==> config.mk <==
export PLATFORM = sky130hd
export DESIGN_NAME = group_scan_scheduler
export DESIGN_NICKNAME = d
export VERILOG_FILES = /design/src/rtl/group_scan_scheduler.sv
export SDC_FILE = /design/constraint.sdc
export NUM_CORES = 1
export LEC_CHECK = 0
export ABC_CLOCK_PERIOD_IN_PS = 5940
export BUFFER_PORTS_ARGS = -buffer_cell sky130_fd_sc_hd__buf_2
export CORE_MARGIN = 1
export CORE_UTILIZATION = 45
export CTS_CLUSTER_SIZE = 14
export DETAILED_ROUTE_END_ITERATION = 8
export GPL_TIMING_DRIVEN = 0
export PLACE_DENSITY_LB_ADDON = 0.2
export SKIP_CTS_REPAIR_TIMING = 1
export SYNTH_ARGS = -nofsm -noshare
export SYNTH_HDL_FRONTEND = slang
export SYNTH_SLANG_ARGS = --single-unit
==> constraint.sdc <==
create_clock -name clk_in -period 5.94 [get_ports clk_in]
set_clock_uncertainty 0.1 [all_clocks]
set_input_delay 0.594 -clock clk_in [delete_from_list [all_inputs] [get_ports clk_in]]
set_output_delay 0.594 -clock clk_in [all_outputs]
set_load 0.02 [all_outputs]
==> src/rtl/group_scan_scheduler.sv <==
`default_nettype none
// ============================================================================
// Module      : group_scan_scheduler
// Description : Walks the naked/hidden group detector over every cell of the
//               possible-values grid. One request/acknowledge transaction is
//               made per cell, and each reported change is committed. Full
//               passes repeat until a pass makes no change or the pass limit
//               is reached.
// Options     : GROUP_SCAN_TIMEOUT_EN adds an acknowledge watchdog with a
//               sticky error_out.
// Revision    : 1.0 - initial release
// ============================================================================
module group_scan_scheduler #(
  parameter int GRID_SIZE      = 9,
  parameter int MAX_PASSES     = 15,
  parameter int TIMEOUT_CYCLES = 64
) (
  input  logic       clk_in,
  input  logic       reset_in,
  input  logic       start_in,
  output logic       busy_out,
  output logic       done_out,
  output logic       converged_out,
  output logic [3:0] pass_count_out,
  output logic [7:0] naked_hits_out,
  output logic [7:0] hidden_hits_out,
  output logic       load_out,
  output logic       det_req_out,
  output logic [3:0] det_row_out,
  output logic [3:0] det_col_out,
  input  logic       det_ack_in,
  input  logic       det_naked_in,
  input  logic       det_hidden_in,
  input  logic       det_changed_in,
  output logic       commit_out,
  output logic       error_out
);

  localparam logic [3:0] c_LAST = 4'(GRID_SIZE - 1);
  localparam logic [4:0] c_MAX  = 5'(MAX_PASSES);

  typedef enum logic [2:0] {
    S_IDLE     = 3'd0,
    S_LOAD     = 3'd1,
    S_ISSUE    = 3'd2,
    S_COMMIT   = 3'd3,
    S_NEXT     = 3'd4,
    S_PASS_END = 3'd5,
    S_DONE     = 3'd6
  } state_t;

  state_t     r_state;
  state_t     w_next;
  logic [3:0] r_row;
  logic [3:0] r_col;
  logic [3:0] r_pass_count;
  logic [7:0] r_naked;
  logic [7:0] r_hidden;
  logic       r_pass_changed;
  logic       r_converged;
  logic       r_error;
  logic       w_last_cell;
  logic       w_take;
  logic       w_tmo;
  logic [4:0] w_pass_inc;

  assign w_last_cell = (r_row == c_LAST) && (r_col == c_LAST);
  // A detector result only counts when it is acknowledged while a request is out.
  assign w_take      = (r_state == S_ISSUE) && det_ack_in;
  assign w_pass_inc  = {1'b0, r_pass_count} + 5'd1;

`ifdef GROUP_SCAN_TIMEOUT_EN
  localparam int c_WAIT_W = $clog2(TIMEOUT_CYCLES + 1);
  localparam logic [c_WAIT_W-1:0] c_WAIT_LAST = c_WAIT_W'(TIMEOUT_CYCLES - 1);
  logic [c_WAIT_W-1:0] r_wait;

  // Count unacknowledged request cycles; any ack or leaving ISSUE restarts it.
  always_ff @(posedge clk_in) begin
    if (reset_in || (r_state != S_ISSUE) || det_ack_in) begin
      r_wait <= '0;
    end else begin
      r_wait <= r_wait + c_WAIT_W'(1);
    end
  end

  assign w_tmo = (r_state == S_ISSUE) && !det_ack_in && (r_wait == c_WAIT_LAST);
`else
  logic w_unused_timeout;
  assign w_unused_timeout = (TIMEOUT_CYCLES == 0);
  assign w_tmo            = 1'b0;
`endif

  // State register.
  always_ff @(posedge clk_in) begin
    if (reset_in) begin
      r_state <= S_IDLE;
    end else begin
      r_state <= w_next;
    end
  end

  // Next-state selection.
  always_comb begin
    w_next = r_state;
    case (r_state)
      S_IDLE:     w_next = start_in ? S_LOAD : S_IDLE;
      S_LOAD:     w_next = S_ISSUE;
      S_ISSUE: begin
        if (det_ack_in) begin
          w_next = det_changed_in ? S_COMMIT : S_NEXT;
        end else if (w_tmo) begin
          w_next = S_DONE;
        end
      end
      S_COMMIT:   w_next = S_NEXT;
      S_NEXT:     w_next = w_last_cell ? S_PASS_END : S_ISSUE;
      S_PASS_END: w_next = (r_pass_changed && (w_pass_inc < c_MAX)) ? S_LOAD : S_DONE;
      S_DONE:     w_next = S_IDLE;
      default:    w_next = S_IDLE;
    endcase
  end

  // Cell position, pass bookkeeping, hit counters and run status.
  always_ff @(posedge clk_in) begin
    if (reset_in) begin
      r_row          <= '0;
      r_col          <= '0;
      r_pass_count   <= '0;
      r_naked        <= '0;
      r_hidden       <= '0;
      r_pass_changed <= 1'b0;
      r_converged    <= 1'b0;
      r_error        <= 1'b0;
    end else begin
      case (r_state)
        S_IDLE: begin
          if (start_in) begin
            r_pass_count <= '0;
            r_naked      <= '0;
            r_hidden     <= '0;
            r_converged  <= 1'b0;
            r_error      <= 1'b0;
          end
        end
        S_LOAD: begin
          r_row          <= '0;
          r_col          <= '0;
          r_pass_changed <= 1'b0;
        end
        S_ISSUE: begin
          if (w_take && det_changed_in) begin
            r_pass_changed <= 1'b1;
            if (det_naked_in && (r_naked != 8'hFF)) begin
              r_naked <= r_naked + 8'd1;
            end
            if (det_hidden_in && (r_hidden != 8'hFF)) begin
              r_hidden <= r_hidden + 8'd1;
            end
          end
          if (w_tmo) begin
            r_error <= 1'b1;
          end
        end
        S_NEXT: begin
          if (!w_last_cell) begin
            if (r_col == c_LAST) begin
              r_col <= '0;
              r_row <= r_row + 4'd1;
            end else begin
              r_col <= r_col + 4'd1;
            end
          end
        end
        S_PASS_END: begin
          r_pass_count <= r_pass_count + 4'd1;
        end
        S_DONE: begin
          // A watchdog abort never reports convergence.
          r_converged <= !r_pass_changed && !r_error;
        end
        default: begin
        end
      endcase
    end
  end

  assign busy_out        = (r_state != S_IDLE);
  assign done_out        = (r_state == S_DONE);
  assign load_out        = (r_state == S_LOAD);
  assign det_req_out     = (r_state == S_ISSUE);
  assign commit_out      = (r_state == S_COMMIT);
  assign det_row_out     = r_row;
  assign det_col_out     = r_col;
  assign converged_out   = r_converged;
  assign pass_count_out  = r_pass_count;
  assign naked_hits_out  = r_naked;
  assign hidden_hits_out = r_hidden;
  assign error_out       = r_error;

endmodule
`default_nettype wire
-- Yosys cells after proc, flatten, opt, wreduce, memory -nomap -nowiden
Index checks and enable logic that the tools add are counted.
- latch bits: 0
- ROM bits: 0
- bits of input ports: 7
- memories kept: 0
- memory bits (writable): 0
- flip-flop bits (word level): 33
- $add $sub $neg: 6
- divide/modulo/power cells: 0
- reductions and logical operators: 21
- bitwise gates (word level): 0
- shift operators: 0
- equality and inequality tests: 17
- mux-type cells: 25
- order comparisons: 1
- $mul: 0
- operators by type and width (operator ; number):
    8-bit two-way mux ; 5
    8-bit one-hot mux with 2 select lines ; 2
    4-bit one-hot mux with 2 select lines ; 3
    4-bit two-way mux ; 5
    3-bit one-hot mux with 6 select lines ; 1
    8-bit by 1-bit adder with 8-bit output, second input constant ; 2
    8-bit != test, second input constant ; 2
    4-bit by 1-bit adder with 4-bit output, second input constant ; 3
    3-bit two-way mux ; 4
    2-bit nonzero test ; 5
    3-bit == test, second input constant ; 3
    4-bit == test, second input constant ; 2
    2-bit by 1-bit != test with 1-bit output, second input constant ; 4
    2-bit AND reduction ; 4
    4-bit AND reduction ; 2
    3-bit by 2-bit == test with 1-bit output, second input constant ; 2
    1-bit logical AND ; 6
    2-bit != test, second input constant ; 3
    4-bit by 1-bit adder with 5-bit output, second input constant ; 1
    5-bit by 4-bit < comparator with 1-bit output, second input constant ; 1
    1-bit one-hot mux with 2 select lines ; 2
    3-bit by 1-bit == test with 1-bit output, second input constant ; 1
    3-bit logical NOT ; 1
    1-bit two-way mux ; 3
    other kinds (3) ; 3

-- Depth between registers and ports, before layout
- depth after elaboration: 5
- depth in mapped cells: 8

-- Least setup slack after synthesis
No wires, ideal clock.
- path type: register -> output
- start point: register r_state[1]
- end point: output load_out
- slack: 4.008 ns
- arrival: 1.238 ns
- stages on the path, launching flop included: 6
- buffers on the path: 3
- data required time: 5.246 ns
- cells stage by stage: dfxtp_1 -> clkbuf_1 -> or3b_1 -> clkbuf_1 -> inv_2 -> buf_2
- word-level cells in the longest chain between the ends: 1
- ends and longest elaborated chain (item ; RTL line ; source):
    start: declaration ; 52 ; state_t r_state;
    start signal: assignment ; 98 ; r_state <= w_next;
    3-bit by 1-bit == test with 1-bit output ; 189 ; assign load_out = (r_state == S_LOAD);
    end: declaration ; 27 ; output logic load_out,
Every way passes these cells.

-- Worst setup path after layout
Same ends and word-level chain as after synthesis.

==> out/qor.json <==
{
  "status": {
    "run_status": "complete, no violations"
  },
  "routing": {
    "drt_iter0_drc": 115,
    "routed_wire_length_per_instance_microns": 12.9,
    "post_detailed_routing_wire_length_microns": 3970,
    "drt-vias-per-instance": 5.61,
    "ant_nets": 0,
    "drc_markers": 0,
    "detailroute.via_count": 1728,
    "drtPass1Iterations": 4
  },
  "synth": {
    "synth_seq_area_share_pct": 36.7,
    "synthesis.instances": 214,
    "asyncSetResetFlopFracSynth_pct": 0,
    "synthTopCellsByArea": "sky130_fd_sc_hd__dfxtp_1 (37%), sky130_fd_sc_hd__nand3_1 (5.3%), sky130_fd_sc_hd__ha_1 (4.9%)",
    "post-synth-top-area-fraction_pct": 36.7,
    "synth_largest_area_cell": "sky130_fd_sc_hd__dfxtp_1",
    "synth_warnings": 0,
    "dominantRegCellSynth": "sky130_fd_sc_hd__dfxtp_1",
    "synth_edf_count": 0,
    "mappedNetlistArea_sq_mm": 0.00180,
    "synth.lib_cells_used.distinct": 51,
    "yosys_register_bits": 33,
    "synthesis.nets": 228,
    "syn_area_per_cell_sq_um": 8.41
  },
  "setup_path": {
    "ff2ff_setup_slack_ns": 3.93,
    "crit_fanout": 10,
    "critical_path.startpoint": "r_state[1]$_SDFFE_PP0P_",
    "criticalPathCategory": "reg -> out",
    "crit_cells": 6,
    "worst_reg2reg_path_length_in_cells": 5,
    "cp_num_buf_inv": 5,
    "data_required_time_of_the_critical_path_ns": 5.25,
    "critical_path.endpoint_type": "primary output",
    "startpoint_type": "register",
    "critical_path_s_largest_stage_delay_ns": 0.40,
    "critPathArrivalTime_ns": 1.82,
    "worstPathCellList": "clkbuf_1, or3b_1, clkbuf_1, inv_2, buf_2, buf_2",
    "critPathTopFamily": "buffers and inverters",
    "rr_startpoint": "r_state[2]$_SDFFE_PP0P_",
    "crit_path_end": "load_out",
    "r2r-end": "det_row_out[1]$_SDFFE_PP0P_",
    "cpMaxStageDelayCell": "sky130_fd_sc_hd__or3b_1"
  },
  "floorplanning": {
    "design.die.area_sq_mm": 0.00425,
    "die_x_microns": 65.2,
    "die_height_microns": 65.2,
    "initial_utilization_pct": 48.1,
    "core.rowCount": 22,
    "pin_count": 42,
    "placeableCoreArea_sq_mm": 0.00374
  },
  "clocking": {
    "clock_sink_count": 33,
    "cts_root_cell": "sky130_fd_sc_hd__clkbuf_8",
    "cts_max_level": 2,
    "clock_insertion_delay_worst_skew_ns": 0.29,
    "clock_path_buffers": 2,
    "clk_pin_slew_ns": 0.06,
    "tritoncts.num_buffers": 5,
    "tritoncts_clock_tree": "yes"
  },
  "finish": {
    "final_cell_mix": "sky130_fd_sc_hd__buf_2 (41), sky130_fd_sc_hd__dfxtp_1 (33), sky130_fd_sc_hd__nand3_1 (19)",
    "layout.cells.most_common": "sky130_fd_sc_hd__buf_2",
    "post_route_cells_drive_above_1_share_pct": 21.2,
    "register_cell_area_after_layout_sq_um": 661,
    "antenna_cells": 0,
    "layout.nets": 274,
    "num-fill-cells": 385,
    "syn_to_final_growth_pct": 19.0,
    "multi_input_comb_area_sq_mm": 0.00104
  },
  "grt": {
    "grt.total_usage_pct": 20.6,
    "antenna_found_initial": 0,
    "grt_pass1_wl_microns": 6730,
    "grt_remaining_overflow": 0,
    "largest_net_degree_at_the_start_of_global_routing": 11,
    "first_global_vias": 1507
  },
  "placement": {
    "routabilityCongestion": 0.795,
    "hpwl_after_detailed_placement_microns": 2920,
    "buffer_ports.inserted": 39
  },
  "sta": {
    "finalCritPeriodShare_pct": 42.4,
    "drv_slew": 0,
    "grt_setup_unrepaired": "no",
    "max_slew.worst_pin.slew_ns": 0.629,
    "finalHoldViolations": 0,
    "setup-violations-final": 0,
    "layout_min_cycle_time_ns": 2.52,
    "max_freq_mhz": 397,
    "maxSlewHeadroom_pct": 57.5,
    "aggregate_negative_setup_slack_ns": 0
  },
  "power": {
    "cellPowerDensity_mw_per_mm2": 221,
    "cellLeakagePower_nw": 0.914,
    "peakVddDrop_mv": 0.147,
    "p_total_uw": 473
  },
  "hold_path": {
    "timing.hold.worst.class": "reg -> reg"
  },
  "flow_run": {
    "maxCapViolations": 0
  }
}
how the worst min path moves through the flow:
stage	end	cells past startpoint	startpoint	slack, ns
finish	converged_out$_SDFFE_PP0P_	2	converged_out$_SDFFE_PP0P_	0.39
global route	converged_out$_SDFFE_PP0P_	2	converged_out$_SDFFE_PP0P_	0.42
CTS	converged_out$_SDFFE_PP0P_	2	converged_out$_SDFFE_PP0P_	0.40
detailed placement	converged_out$_SDFFE_PP0P_	2	converged_out$_SDFFE_PP0P_	0.38
global placement	naked_hits_out[7]$_SDFFE_PP0P_	2	naked_hits_out[7]$_SDFFE_PP0P_	0.39
floorplan	r_pass_changed$_SDFFE_PP0P_	2	r_pass_changed$_SDFFE_PP0P_	0.38
synthesized netlist by cell type, drive strengths merged (2+ instances only):
| library cell | count |
|---|---|
| inv | 9 |
| o21ai | 8 |
| a41o | 2 |
| o31a | 3 |
| or3b | 2 |
| mux2i | 3 |
| nand4 | 5 |
| nand3b | 4 |
| xnor2 | 2 |
| nor3 | 8 |
| clkbuf | 6 |
| o211ai | 2 |
| buf | 4 |
| nand2 | 14 |
| o31ai | 2 |
| nor2 | 14 |
| clkinv | 2 |
| and3b | 3 |
| nand4b | 2 |
| or3 | 7 |
| ha | 7 |
| o21a | 4 |
| or4 | 2 |
| xor2 | 4 |
| nand3 | 19 |
| and3 | 6 |
| o41a | 3 |
| o2111ai | 3 |
| dfxtp | 33 |
| a21oi | 16 |
where the power goes:
part / internal (mW) / switching (mW)
logic: 0.0255 / 0.0482
registers: 0.225 / 0.00268
clock network: 0.0918 / 0.0795
worst reg2reg max path, delay by kind of cell, from the launching register on:
kind	cells	cell delay (ns)
flip-flops	1	0.32
buffers and inverters	2	0.63
AO/OA/AOI/OAI	1	0.30
AND/OR/NAND/NOR	2	0.56
registers in the layout (all words and copies together), names as in the netlist:
| name | count |
|---|---|
| pass_count_out | 4 |
| naked_hits_out | 8 |
| det_col_out | 4 |
| converged_out | 1 |
| det_row_out | 4 |
| r_state | 3 |
| r_pass_changed | 1 |
| hidden_hits_out | 8 |
layer usage:
layer | wire length, microns | GRT usage [%] | up-vias
met5 | 0 | 0 | -
met4 | 48 | 7.88 | 0
met3 | 208 | 6.94 | 5
met2 | 1810 | 32.2 | 37
met1 | 1900 | 26.0 | 790
li1 | - | - | 896
layout make-up:
type	count	area share, %
multi-input combinational	160	48.8
sequential	33	30.9
timing repair buffer	39	9.12
clock buffer	7	4.03
tap	48	2.81
buffer	10	2.40
inverter	11	1.99
cells by family after synthesis:
family          share of synthesized area (%)
simple gates                             29.3
compound gates                           18.5
buf+inv                                  5.22
fa+ha+maj                                4.87
xor+xnor                                 2.92
other cells                             0.208
flops                                    36.7
mux                                      2.29
stage by stage:
stage | setup slack (ns) | instance area, sq um | hold slack, ns | utilization (%) | instances
after floorplan | 4.01 | 1800 | 0.376 | - | 214
after global placement | 3.73 | 2050 | 0.385 | 54.9 | 301
after detailed placement | 3.72 | 2050 | 0.384 | 54.9 | 301
after CTS | 3.41 | 2140 | 0.400 | 57.2 | 308
after global routing | 3.28 | 2140 | 0.423 | 57.2 | 308
final | 3.42 | 2140 | 0.393 | 57.2 | 308
Note: power is estimated with default switching activity, not from simulation.
